<file path="src/rtl/icache_pkg.sv">
// Shared types and geometry helpers for the direct-mapped instruction cache.
package icache_pkg;

  localparam int LINES_DEF  = 16;
  localparam int ADDR_W_DEF = 32;

  typedef enum logic [2:0] {
    ST_IDLE,
    ST_LOOKUP,
    ST_MISS_REQ,
    ST_MISS_WAIT,
    ST_FLUSH
  } state_t;

  function automatic int index_w(input int lines);
    return $clog2(lines);
  endfunction

  // Word-addressed lines: two byte-offset bits sit below the index.
  function automatic int tag_w(input int addr_w, input int lines);
    return addr_w - $clog2(lines) - 2;
  endfunction

endpackage

</file>
<file path="src/rtl/icache_if.sv">
// CPU fetch port and backing-memory refill port of the instruction cache.
interface icache_cpu_if import icache_pkg::*; #(
  parameter int ADDR_W = ADDR_W_DEF
);
  logic              req_valid;
  logic [ADDR_W-1:0] req_addr;
  logic              req_ready;
  logic              rsp_valid;
  logic [31:0]       rsp_instr;
  logic              flush;

  modport master (output req_valid, req_addr, flush,
                  input  req_ready, rsp_valid, rsp_instr);
  modport slave  (input  req_valid, req_addr, flush,
                  output req_ready, rsp_valid, rsp_instr);
endinterface

interface icache_mem_if import icache_pkg::*; #(
  parameter int ADDR_W = ADDR_W_DEF
);
  logic              mem_req_valid;
  logic [ADDR_W-1:0] mem_req_addr;
  logic              mem_req_ready;
  logic              mem_rsp_valid;
  logic [31:0]       mem_rsp_data;

  modport master (output mem_req_valid, mem_req_addr,
                  input  mem_req_ready, mem_rsp_valid, mem_rsp_data);
  modport slave  (input  mem_req_valid, mem_req_addr,
                  output mem_req_ready, mem_rsp_valid, mem_rsp_data);
endinterface

</file>
<file path="src/rtl/icache_data_ram.sv">
// Instruction data array: one synchronous read port, one write port, no reset.
module icache_data_ram import icache_pkg::*; #(
  parameter int LINES  = LINES_DEF,
  parameter int DATA_W = 32
) (
  input  logic                      clk,
  input  logic                      rd_en,
  input  logic [index_w(LINES)-1:0] rd_addr,
  output logic [DATA_W-1:0]         rd_data,
  input  logic                      we,
  input  logic [index_w(LINES)-1:0] wr_addr,
  input  logic [DATA_W-1:0]         wr_data
);

  logic [DATA_W-1:0] mem_q [LINES];

  always_ff @(posedge clk) begin
    if (we) begin
      mem_q[wr_addr] <= wr_data;
    end
    if (rd_en) begin
      rd_data <= mem_q[rd_addr];
    end
  end

endmodule

</file>
<file path="src/rtl/icache_ctrl.sv">
// Direct-mapped, one-word-per-line instruction cache controller with
// single outstanding refill and deferred flush.
module icache_ctrl import icache_pkg::*; #(
  parameter int LINES  = LINES_DEF,
  parameter int ADDR_W = ADDR_W_DEF
) (
  input  logic         clk,
  input  logic         rst_n,
  icache_cpu_if.slave  cpu,
  icache_mem_if.master mem,
  output logic [31:0]  hit_cnt,
  output logic [31:0]  miss_cnt
);

  localparam int INDEX_W = index_w(LINES);
  localparam int TAG_W   = tag_w(ADDR_W, LINES);

  state_t             state;
  state_t             state_nxt;
  logic [LINES-1:0]   valid_q;
  logic [TAG_W-1:0]   tag_q [LINES];
  logic               flush_pend;

  logic [ADDR_W-1:2]  addr_p1;
  logic [INDEX_W-1:0] req_idx;
  logic [INDEX_W-1:0] idx_p1;
  logic [TAG_W-1:0]   tag_p1;
  logic [31:0]        ram_rdata_p1;

  logic               hit;
  logic               fill;
  logic               accept;
  logic               rdy;
  logic               unused_addr_lsb;

  assign req_idx         = cpu.req_addr[INDEX_W+1:2];
  assign idx_p1          = addr_p1[INDEX_W+1:2];
  assign tag_p1          = addr_p1[ADDR_W-1:INDEX_W+2];
  assign unused_addr_lsb = ^cpu.req_addr[1:0];

  assign hit    = (state == ST_LOOKUP) && valid_q[idx_p1] && (tag_q[idx_p1] == tag_p1);
  assign fill   = (state == ST_MISS_WAIT) && mem.mem_rsp_valid;
  assign accept = cpu.req_valid && cpu.req_ready;

  // ---- stage p0 -> p1: accept request, latch address, launch array read
  icache_data_ram #(
    .LINES  (LINES),
    .DATA_W (32)
  ) u_ram (
    .clk     (clk),
    .rd_en   (accept),
    .rd_addr (req_idx),
    .rd_data (ram_rdata_p1),
    .we      (fill),
    .wr_addr (idx_p1),
    .wr_data (mem.mem_rsp_data)
  );

  always_ff @(posedge clk) begin
    if (accept) begin
      addr_p1 <= cpu.req_addr[ADDR_W-1:2];
    end
    if (fill) begin
      tag_q[idx_p1] <= tag_p1;
    end
  end

  // ---- stage p1: lookup, refill sequencing, flush
  always_comb begin
    state_nxt         = state;
    rdy               = 1'b0;
    cpu.req_ready     = 1'b0;
    cpu.rsp_valid     = 1'b0;
    cpu.rsp_instr     = '0;
    mem.mem_req_valid = 1'b0;
    mem.mem_req_addr  = '0;
    case (state)
      ST_IDLE: begin
        if (cpu.flush || flush_pend) begin
          state_nxt = ST_FLUSH;
        end else begin
          rdy = 1'b1;
          if (cpu.req_valid) begin
            state_nxt = ST_LOOKUP;
          end
        end
      end
      ST_LOOKUP: begin
        if (hit) begin
          cpu.rsp_valid = 1'b1;
          cpu.rsp_instr = ram_rdata_p1;
          rdy           = !cpu.flush && !flush_pend;
          state_nxt     = (cpu.req_valid && rdy) ? ST_LOOKUP : ST_IDLE;
        end else begin
          state_nxt = ST_MISS_REQ;
        end
      end
      ST_MISS_REQ: begin
        mem.mem_req_valid = 1'b1;
        mem.mem_req_addr  = {addr_p1, 2'b00};
        if (mem.mem_req_ready) begin
          state_nxt = ST_MISS_WAIT;
        end
      end
      ST_MISS_WAIT: begin
        if (mem.mem_rsp_valid) begin
          cpu.rsp_valid = 1'b1;
          cpu.rsp_instr = mem.mem_rsp_data;
          state_nxt     = ST_IDLE;
        end
      end
      ST_FLUSH: begin
        state_nxt = ST_IDLE;
      end
      default: begin
        state_nxt = ST_IDLE;
      end
    endcase
    // Asynchronous reset forces IDLE, so ready must also be gated while held.
    cpu.req_ready = rdy && rst_n;
  end

  always_ff @(posedge clk or negedge rst_n) begin
    if (!rst_n) begin
      state      <= ST_IDLE;
      valid_q    <= '0;
      flush_pend <= 1'b0;
      hit_cnt    <= '0;
      miss_cnt   <= '0;
    end else begin
      state <= state_nxt;
      if (state == ST_FLUSH) begin
        valid_q    <= '0;
        flush_pend <= 1'b0;
      end else begin
        if (fill) begin
          valid_q[idx_p1] <= 1'b1;
        end
        // A flush seen mid-fetch waits for the next IDLE; IDLE handles it directly.
        if (cpu.flush && (state != ST_IDLE)) begin
          flush_pend <= 1'b1;
        end
      end
      if (hit) begin
        hit_cnt <= hit_cnt + 32'd1;
      end
      if ((state == ST_LOOKUP) && !hit) begin
        miss_cnt <= miss_cnt + 32'd1;
      end
    end
  end

endmodule

</file>
<file path="src/flat_wrapper.sv">
// flat-port wrapper written by rule: the top's interface ports become plain ports
module icache_ctrl_flat import icache_pkg::*;
#(
  parameter int LINES  = LINES_DEF,
  parameter int ADDR_W = ADDR_W_DEF
)
  (clk, rst_n, hit_cnt, miss_cnt, cpu_req_valid, cpu_req_addr, cpu_flush, cpu_req_ready, cpu_rsp_valid, cpu_rsp_instr, mem_mem_req_valid, mem_mem_req_addr, mem_mem_req_ready, mem_mem_rsp_valid, mem_mem_rsp_data);
  icache_cpu_if #(.ADDR_W(ADDR_W)) cpu_i ();
  icache_mem_if #(.ADDR_W(ADDR_W)) mem_i ();
  input  logic clk;
  input  logic rst_n;
  output logic [31:0] hit_cnt;
  output logic [31:0] miss_cnt;
  input wire logic [$bits(cpu_i.req_valid)-1:0] cpu_req_valid;
  input wire logic [$bits(cpu_i.req_addr)-1:0] cpu_req_addr;
  input wire logic [$bits(cpu_i.flush)-1:0] cpu_flush;
  output wire logic [$bits(cpu_i.req_ready)-1:0] cpu_req_ready;
  output wire logic [$bits(cpu_i.rsp_valid)-1:0] cpu_rsp_valid;
  output wire logic [$bits(cpu_i.rsp_instr)-1:0] cpu_rsp_instr;
  output wire logic [$bits(mem_i.mem_req_valid)-1:0] mem_mem_req_valid;
  output wire logic [$bits(mem_i.mem_req_addr)-1:0] mem_mem_req_addr;
  input wire logic [$bits(mem_i.mem_req_ready)-1:0] mem_mem_req_ready;
  input wire logic [$bits(mem_i.mem_rsp_valid)-1:0] mem_mem_rsp_valid;
  input wire logic [$bits(mem_i.mem_rsp_data)-1:0] mem_mem_rsp_data;
  assign cpu_i.req_valid = cpu_req_valid;
  assign cpu_i.req_addr = cpu_req_addr;
  assign cpu_i.flush = cpu_flush;
  assign cpu_req_ready = cpu_i.req_ready;
  assign cpu_rsp_valid = cpu_i.rsp_valid;
  assign cpu_rsp_instr = cpu_i.rsp_instr;
  assign mem_mem_req_valid = mem_i.mem_req_valid;
  assign mem_mem_req_addr = mem_i.mem_req_addr;
  assign mem_i.mem_req_ready = mem_mem_req_ready;
  assign mem_i.mem_rsp_valid = mem_mem_rsp_valid;
  assign mem_i.mem_rsp_data = mem_mem_rsp_data;
  icache_ctrl #(.LINES(LINES), .ADDR_W(ADDR_W)) u_core (.clk(clk), .rst_n(rst_n), .cpu(cpu_i), .mem(mem_i), .hit_cnt(hit_cnt), .miss_cnt(miss_cnt));
endmodule
</file>
<file path="config.mk">
export PLATFORM = sky130hd
export DESIGN_NAME = icache_ctrl_flat
export DESIGN_NICKNAME = d
export VERILOG_FILES = /design/src/rtl/icache_pkg.sv /design/src/rtl/icache_if.sv /design/src/rtl/icache_data_ram.sv /design/src/rtl/icache_ctrl.sv /design/src/flat_wrapper.sv
export SDC_FILE = /design/constraint.sdc
export NUM_CORES = 1
export LEC_CHECK = 0
export BUFFER_PORTS_ARGS = -buffer_cell sky130_fd_sc_hd__buf_2
export CAP_MARGIN = 15
export CORE_MARGIN = 8
export CORE_UTILIZATION = 30
export CTS_BUF_LIST = sky130_fd_sc_hd__clkbuf_8
export CTS_CLUSTER_DIAMETER = 150
export DETAILED_ROUTE_END_ITERATION = 12
export GPL_TIMING_DRIVEN = 0
export PLACE_DENSITY_LB_ADDON = 0.25
export SETUP_SLACK_MARGIN = 0.5
export SYNTH_ARGS = -nofsm -noshare
export SYNTH_HDL_FRONTEND = slang
export SYNTH_SLANG_ARGS = --single-unit
</file>
<file path="constraint.sdc">
create_clock -name clk -period 6 [get_ports clk]
set_input_delay 0 -clock clk [delete_from_list [all_inputs] [get_ports clk]]
set_output_delay 0 -clock clk [all_outputs]
set_load 0.1 [all_outputs]
</file>
**Yosys cells after proc, flatten, opt, wreduce, memory -nomap -nowiden**

Memory sizes are Yosys's and may differ from the RTL's. A register that Yosys moved wholly into a read port is not among the register bits.
Cells that the tools add are included.

- Add/subtract/negate cells: 2
- Multiply operators: 0
- Divide/modulo/power cells: 0
- $lt $le $gt $ge: 2
- Eq/ne operators: 8
- Shift operators: 0
- Mux-type cells: 29
- Bitwise operators: 1
- Reductions and logical operators: 19

Operators with widths:

| cell | count |
|---|---|
| 32-bit 2-to-1 mux | 3 |
| 32-bit by 1-bit adder with 32-bit output, second input constant | 2 |
| 32-bit one-hot mux with 2 select lines | 1 |
| 16-bit 2-to-1 mux | 2 |
| 26-bit equality test | 1 |
| 16-bit OR | 1 |
| 3-bit 2-to-1 mux | 5 |
| 1-bit 2-to-1 mux | 12 |
| 3-bit one-hot mux with 4 select lines | 1 |
| 1-bit logical AND | 10 |
| 3-bit by 2-bit equality test with 1-bit output, second input constant | 2 |
| 4-bit by 5-bit < comparator with 1-bit output, second input constant | 1 |
| 1-bit binary-select mux with 4-bit select | 1 |
| 1-bit demux with 4-bit select | 1 |
| 4-bit by 1-bit greater-or-equal comparator with 1-bit output, second input constant | 1 |
| 4-bit 2-to-1 mux | 1 |
| 2-bit inequality test, second input constant | 2 |
| 1-bit one-hot mux with 2 select lines | 2 |
| 2-bit nonzero test | 2 |
| 3-bit by 1-bit equality test with 1-bit output, second input constant | 1 |
| 3-bit equality test, second input constant | 1 |
| 1-bit zero test | 3 |
| 3-bit zero test | 1 |
| 3-bit by 2-bit inequality test with 1-bit output, second input constant | 1 |
| 3 further kinds | 3 |

- Register bits after elaboration: 114
- Latch bits: 0
- Bits in writable memories: 928
- Memory bits (read-only): 0
- Input port bits: 70
- Output and inout bits: 131
- Word-level logic and storage cells: 69
- Memories kept: 2

Memories:

| name | depth | width | rd ports | clocked after memory_dff | wr ports | RTL line | text |
|---|---|---|---|---|---|---|---|
| u_core.u_ram.mem_q | 16 | 32 | 1 | 1 | 1 | icache_data_ram.sv:15 | `logic [DATA_W-1:0] mem_q [LINES];` |
| u_core.tag_q | 16 | 26 | 1 | 1 | 1 | icache_ctrl.sv:21 | `logic [TAG_W-1:0] tag_q [LINES];` |

**Logic depth before layout (Yosys ltp)**

- Depth after elaboration: 9
- Mapped depth: 14
- Gate-level depth less buffers: 9

**Cells and area by module**

From an unflattened synthesis, not the netlist that was laid out.

- Cells, all modules: 2078
- Area total of the unflattened synthesis: 42295.6 um2

Modules (own cells, without submodules):

| module | instances | cells each | area each (um2) | seq. area each (um2) |
|---|---|---|---|---|
| icache_ctrl | 1 | 1240 | 22121.2 | 15574.9 |
| icache_data_ram | 1 | 838 | 20174.3 | 16335.7 |

**Least setup slack after synthesis**

No wires, ideal clock.

- Kind: flip-flop to flip-flop
- From: register u_core.state[2]
- To: memory u_core.tag_q[3][0] in the netlist's numbering, enable pin
- Library setup time: 547 ps
- Arrival time: 5243 ps
- Data required time: 5453 ps
- Path slack: 210 ps
- Cell stages (with the launch flop): 7
- Path buffers: 2
- Period minus slack after synthesis: 5790 ps
- Path through: dfrtp_1 -> clkbuf_1 -> nor2_1 -> and3_1 -> clkbuf_1 -> nand3_1 -> nor3_1

- Longest elaborated chain between the ends: 4

Ends and longest elaborated chain:

| element | RTL line | text |
|---|---|---|
| from (decl) | icache_ctrl.sv:18 | `state_t state;` |
| from (signal assigned) | icache_ctrl.sv:131 | `state <= state_nxt;` |
| 3-bit by 2-bit equality test with 1-bit output | icache_ctrl.sv:42 | `assign fill = (state == ST_MISS_WAIT) && mem.mem_rsp_valid;` |
| 1-bit logical AND | icache_ctrl.sv:42 |  |
| 1-bit 2-to-1 mux | icache_ctrl.sv:63 | `if (fill) begin` |
| 1-bit 2-to-1 mux (implied by the code) | icache_ctrl.sv:64 | `tag_q[idx_p1] <= tag_p1;` |
| to (decl) | icache_ctrl.sv:21 |  |

Every way passes these cells.

==> results.yml <==
setup_path:
  crit_path_max_incr_delay_ns: 0.48
  criticalPathCategory: "reg -> out"
  worst-endpoint-required_ns: 6.00
  crit_path_start_kind: "register"
  critical-path-slowest-cell: "xor2_1"
  crit_path_frequent_cell: "buf_4"
  cp.buffers_inverters: 7
  timing.critical_path.to_type: "output port"
  crit_fanout: 10
  cp_top_family: "buffers and inverters"
  timing.critical_path.cells: "buf_4, buf_4, clkbuf_4, mux4_2, mux2i_1, xor2_1, a31oi_1, nor4_1, and4_1, buf_6, buf_6, buf_4, a22o_1, buf_4"
  worstPathArrival_ns: 5.16
  r2r_setup_slack_ns: 1.28
sta:
  timing.fmax_mhz: 193.8
  post_route_clock_skew_ns: 0.04821
  timing_max_transition_violations_final: 0
  max_slew_margin: 0.2340
  finalSetupViolCount: 0
  worst_pin_slew_ns: 1.149
  fin_setup_tns_ns: 0
  hold_viol: 0
  finalWorstSetupSlack_ns: 0.8394
  min_period_ns: 5.161
  setup_repair_after_global_routing_missed_its_margin: "false"
  period_share: 0.8601
synthesis:
  avgSynthCellArea_um2: 20.68
  syn-cell-area_um2: 42270
  synth-edff-count: 990
  synth_seq_cells: 1078
  syn_inst: 2044
  ys_seq_area_frac: 0.7550
  synthArstFlopShare: 0.07792
  synth_flop_cell: "edfxtp_1"
  ys_types: 56
  synth-warning-count: 0
final_layout:
  finish.instance_area_um2: 52210
  filler_cell_count: 12829
  finish.net_count: 2695
  flow.area_growth_from_synthesis_pct: 23.52
  multi_input_area_um2: 9931
  drive_above_1_share: 0.3014
  seqCellArea_um2: 31910
clock_network:
  clk_path_buf_depth: 3
  cts.htree.levels: 4
  post_cts_buffers: 0
  worst_setup_hold_path_clk_slew_ns: 0.07
  cts.sink_count: 1078
  cts_tree: "done"
  cts_root_buf: "clkbuf_8"
  number_of_cts_inserted_buffers: 185
  insertion_delay_ns: 0.88
pwr:
  p_switching_uw: 4582
  share_comb_of_total_power: 0.114
  power.share.switching: 0.2746
  peakVddDrop_v: 0.0002213
  int_pwr_uw: 12110
  power.density_nw_per_um2: 319.7
  clockPowerShare: 0.383
  pwr-share-seq: 0.503
  p_leak_uw: 0.01798
floorplan:
  initial_core_util: 0.3025
  num_rows: 137
  die_area_um2: 153200
  design.core.area_um2: 139700
  floorplan.die.height_um: 391.3
  top_level_ports: 201
  chipWidth_um: 391.3
run:
  timing.max_cap.violations: 0
hold_path:
  worstHoldPathType: "in -> reg"
routing:
  detail-route-antenna-nets: 0
  avgViaCountPerCell: 4.922
  vias: 22941
  post-route-drc-count: 0
  drt-initial-drc-count: 2130
  first_pass_iters: 5
  detail_route.wirelength_mm: 123.7
  average_wire_per_cell_in_the_routed_design_um: 26.53
grt:
  grt_first_pass_wirelength_mm: 175.7
  vias_in_the_first_global_route: 24607
  grt_overflow: 0
  initial_antenna_violation_count: 10
  grt_max_degree: 61
  gr-usage-all-layers: 0.1583
place:
  dpl_cell_area_um2: 47220
  dp.final_hpwl_mm: 78.46
  dp_worst_setup_slack_ns: 0.4002
  globalplace.congestion: 0.7866
  portBuffers: 196
status:
  outcome: "finished clean"
layout make-up:
cell class / instances / area share
flip-flops and latches: 1078 / 0.6112
diodes: 5 / 0.0002397
multi-input cells: 854 / 0.1902
inverters: 8 / 0.0006231
clock buffers: 188 / 0.04956
well taps: 1876 / 0.04496
clock inverters: 156 / 0.01805
plain buffers: 105 / 0.01174
repair buffers: 391 / 0.07336
path summary, 6_finish.rpt:
check / end / start / cells past startpoint
min in group asynchronous: u_core.hit_cnt[7] / rst_n / 4
max in group asynchronous: u_core.valid_q[8] / rst_n / 5
worst min register to register: u_core.miss_cnt[31] / u_core.miss_cnt[31] / 1
worst max register to register: u_core.addr_p1[10] / register / 14
worst min-delay path: u_core.u_ram.mem_q[3][5] / mem_mem_rsp_data[5] / 2
worst max-delay path: cpu_rsp_instr[26] / register / 14
stage by stage:
stage          instances  hold WS (ns)  power (uW)    util
3_3_place_gp        4117        0.1780       10340  0.3265
4_1_cts             4652    0.00002243       16920  0.3729
2_1_floorplan       2045       -0.2956        9748       -
6_report            4661       0.09020       16690  0.3737
3_5_place_dp        4187      -0.05819       10390  0.3380
5_1_grt             4659       0.03920       17310  0.3737
layer usage:
metal  vias to the layer above  track usage  part of all wire  wire (um)
li1                       9633            -                 -          -
met5                         -            0           0.00032         40
met1                     12242       0.2067              0.42      51680
met2                       852       0.2617              0.49      60500
met3                       208      0.03931             0.068       8372
met4                         6      0.04623             0.025       3074
cells in the mapped netlist, types with 9 or more instances:
library cell / n / area [um^2]
o21a_1: 17 / 127.6
xnor2_1: 58 / 508.0
and3_1: 27 / 168.9
clkbuf_1: 40 / 150.1
nand3_1: 41 / 205.2
nor3_1: 28 / 140.1
mux2_2: 9 / 101.4
mux2i_1: 75 / 750.7
buf_1: 20 / 75.07
mux4_2: 238 / 5360
edfxtp_1: 990 / 29730
a22oi_1: 22 / 165.2
nand2_1: 59 / 221.5
dfrtp_1: 84 / 2102
nor2b_1: 10 / 62.56
nor2_1: 39 / 146.4
a22o_1: 35 / 306.5
nand4_1: 22 / 137.6
nor4_1: 19 / 118.9
buf_4: 13 / 97.59
buf_2: 20 / 100.1
buf_6: 10 / 112.6
xor2_1: 42 / 367.9
and2_1: 38 / 237.7
registers in the layout (all words and copies together), names as in the netlist, named ones only:
name and count:
u_core.flush_pend 1, u_core.valid_q 16, u_core.state 3, u_core.hit_cnt 32, u_core.miss_cnt 32, u_core.tag_q 416
u_core.addr_p1 30, u_core.u_ram.rd_data 32, u_core.u_ram.mem_q 512
repair_timing:
action,4_1_cts,5_1_grt
endpoints found under the setup margin,54,34
hold buffers,121,0
resized for setup,46,12
hold endpoints to repair,668,0
power groups by stage:
stage                     Sequential [uW]  Clock (uW)  Combinational, uW
after floorplan                      8600           0               1140
after global placement               8560           0               1790
after detailed placement             8550           0               1830
after CTS                            8400        6600               1920
after global routing                 8410        6900               2000
final                                8400        6390               1900
cells in the final DEF, fill, tap and decap left out, types with 30 or more instances in the layout:
cell type / n
clkbuf_1: 37
xor2_1: 42
buf_12: 33
dfrtp_1: 84
inv_1: 59
dlygate4sd3_1: 120
clkinv_1: 51
mux2i_1: 74
nand2_1: 59
xnor2_1: 56
mux4_2: 238
clkbuf_8: 188
nand3_1: 41
clkinv_2: 30
buf_4: 50
edfxtp_1: 990
buf_2: 169
and2_1: 38
a22o_1: 34
cell families (layout without fill, tap and decap cells):
family | count (synthesis) | after routing | synth area share
flip-flops | 1078 | 1078 | 0.7550
XOR/XNOR | 100 | 100 | 0.02072
buffers and inverters | 113 | 848 | 0.01409
adder cells (fa/ha/maj) | 2 | 2 | 0.0005920
other | 1 | 7 | 0.00008872
multiplexers | 327 | 327 | 0.1493
AO/OA/AOI/OAI | 112 | 112 | 0.02102
AND/OR/NAND/NOR | 311 | 311 | 0.03920
Note: power is estimated with default switching activity, not from simulation.
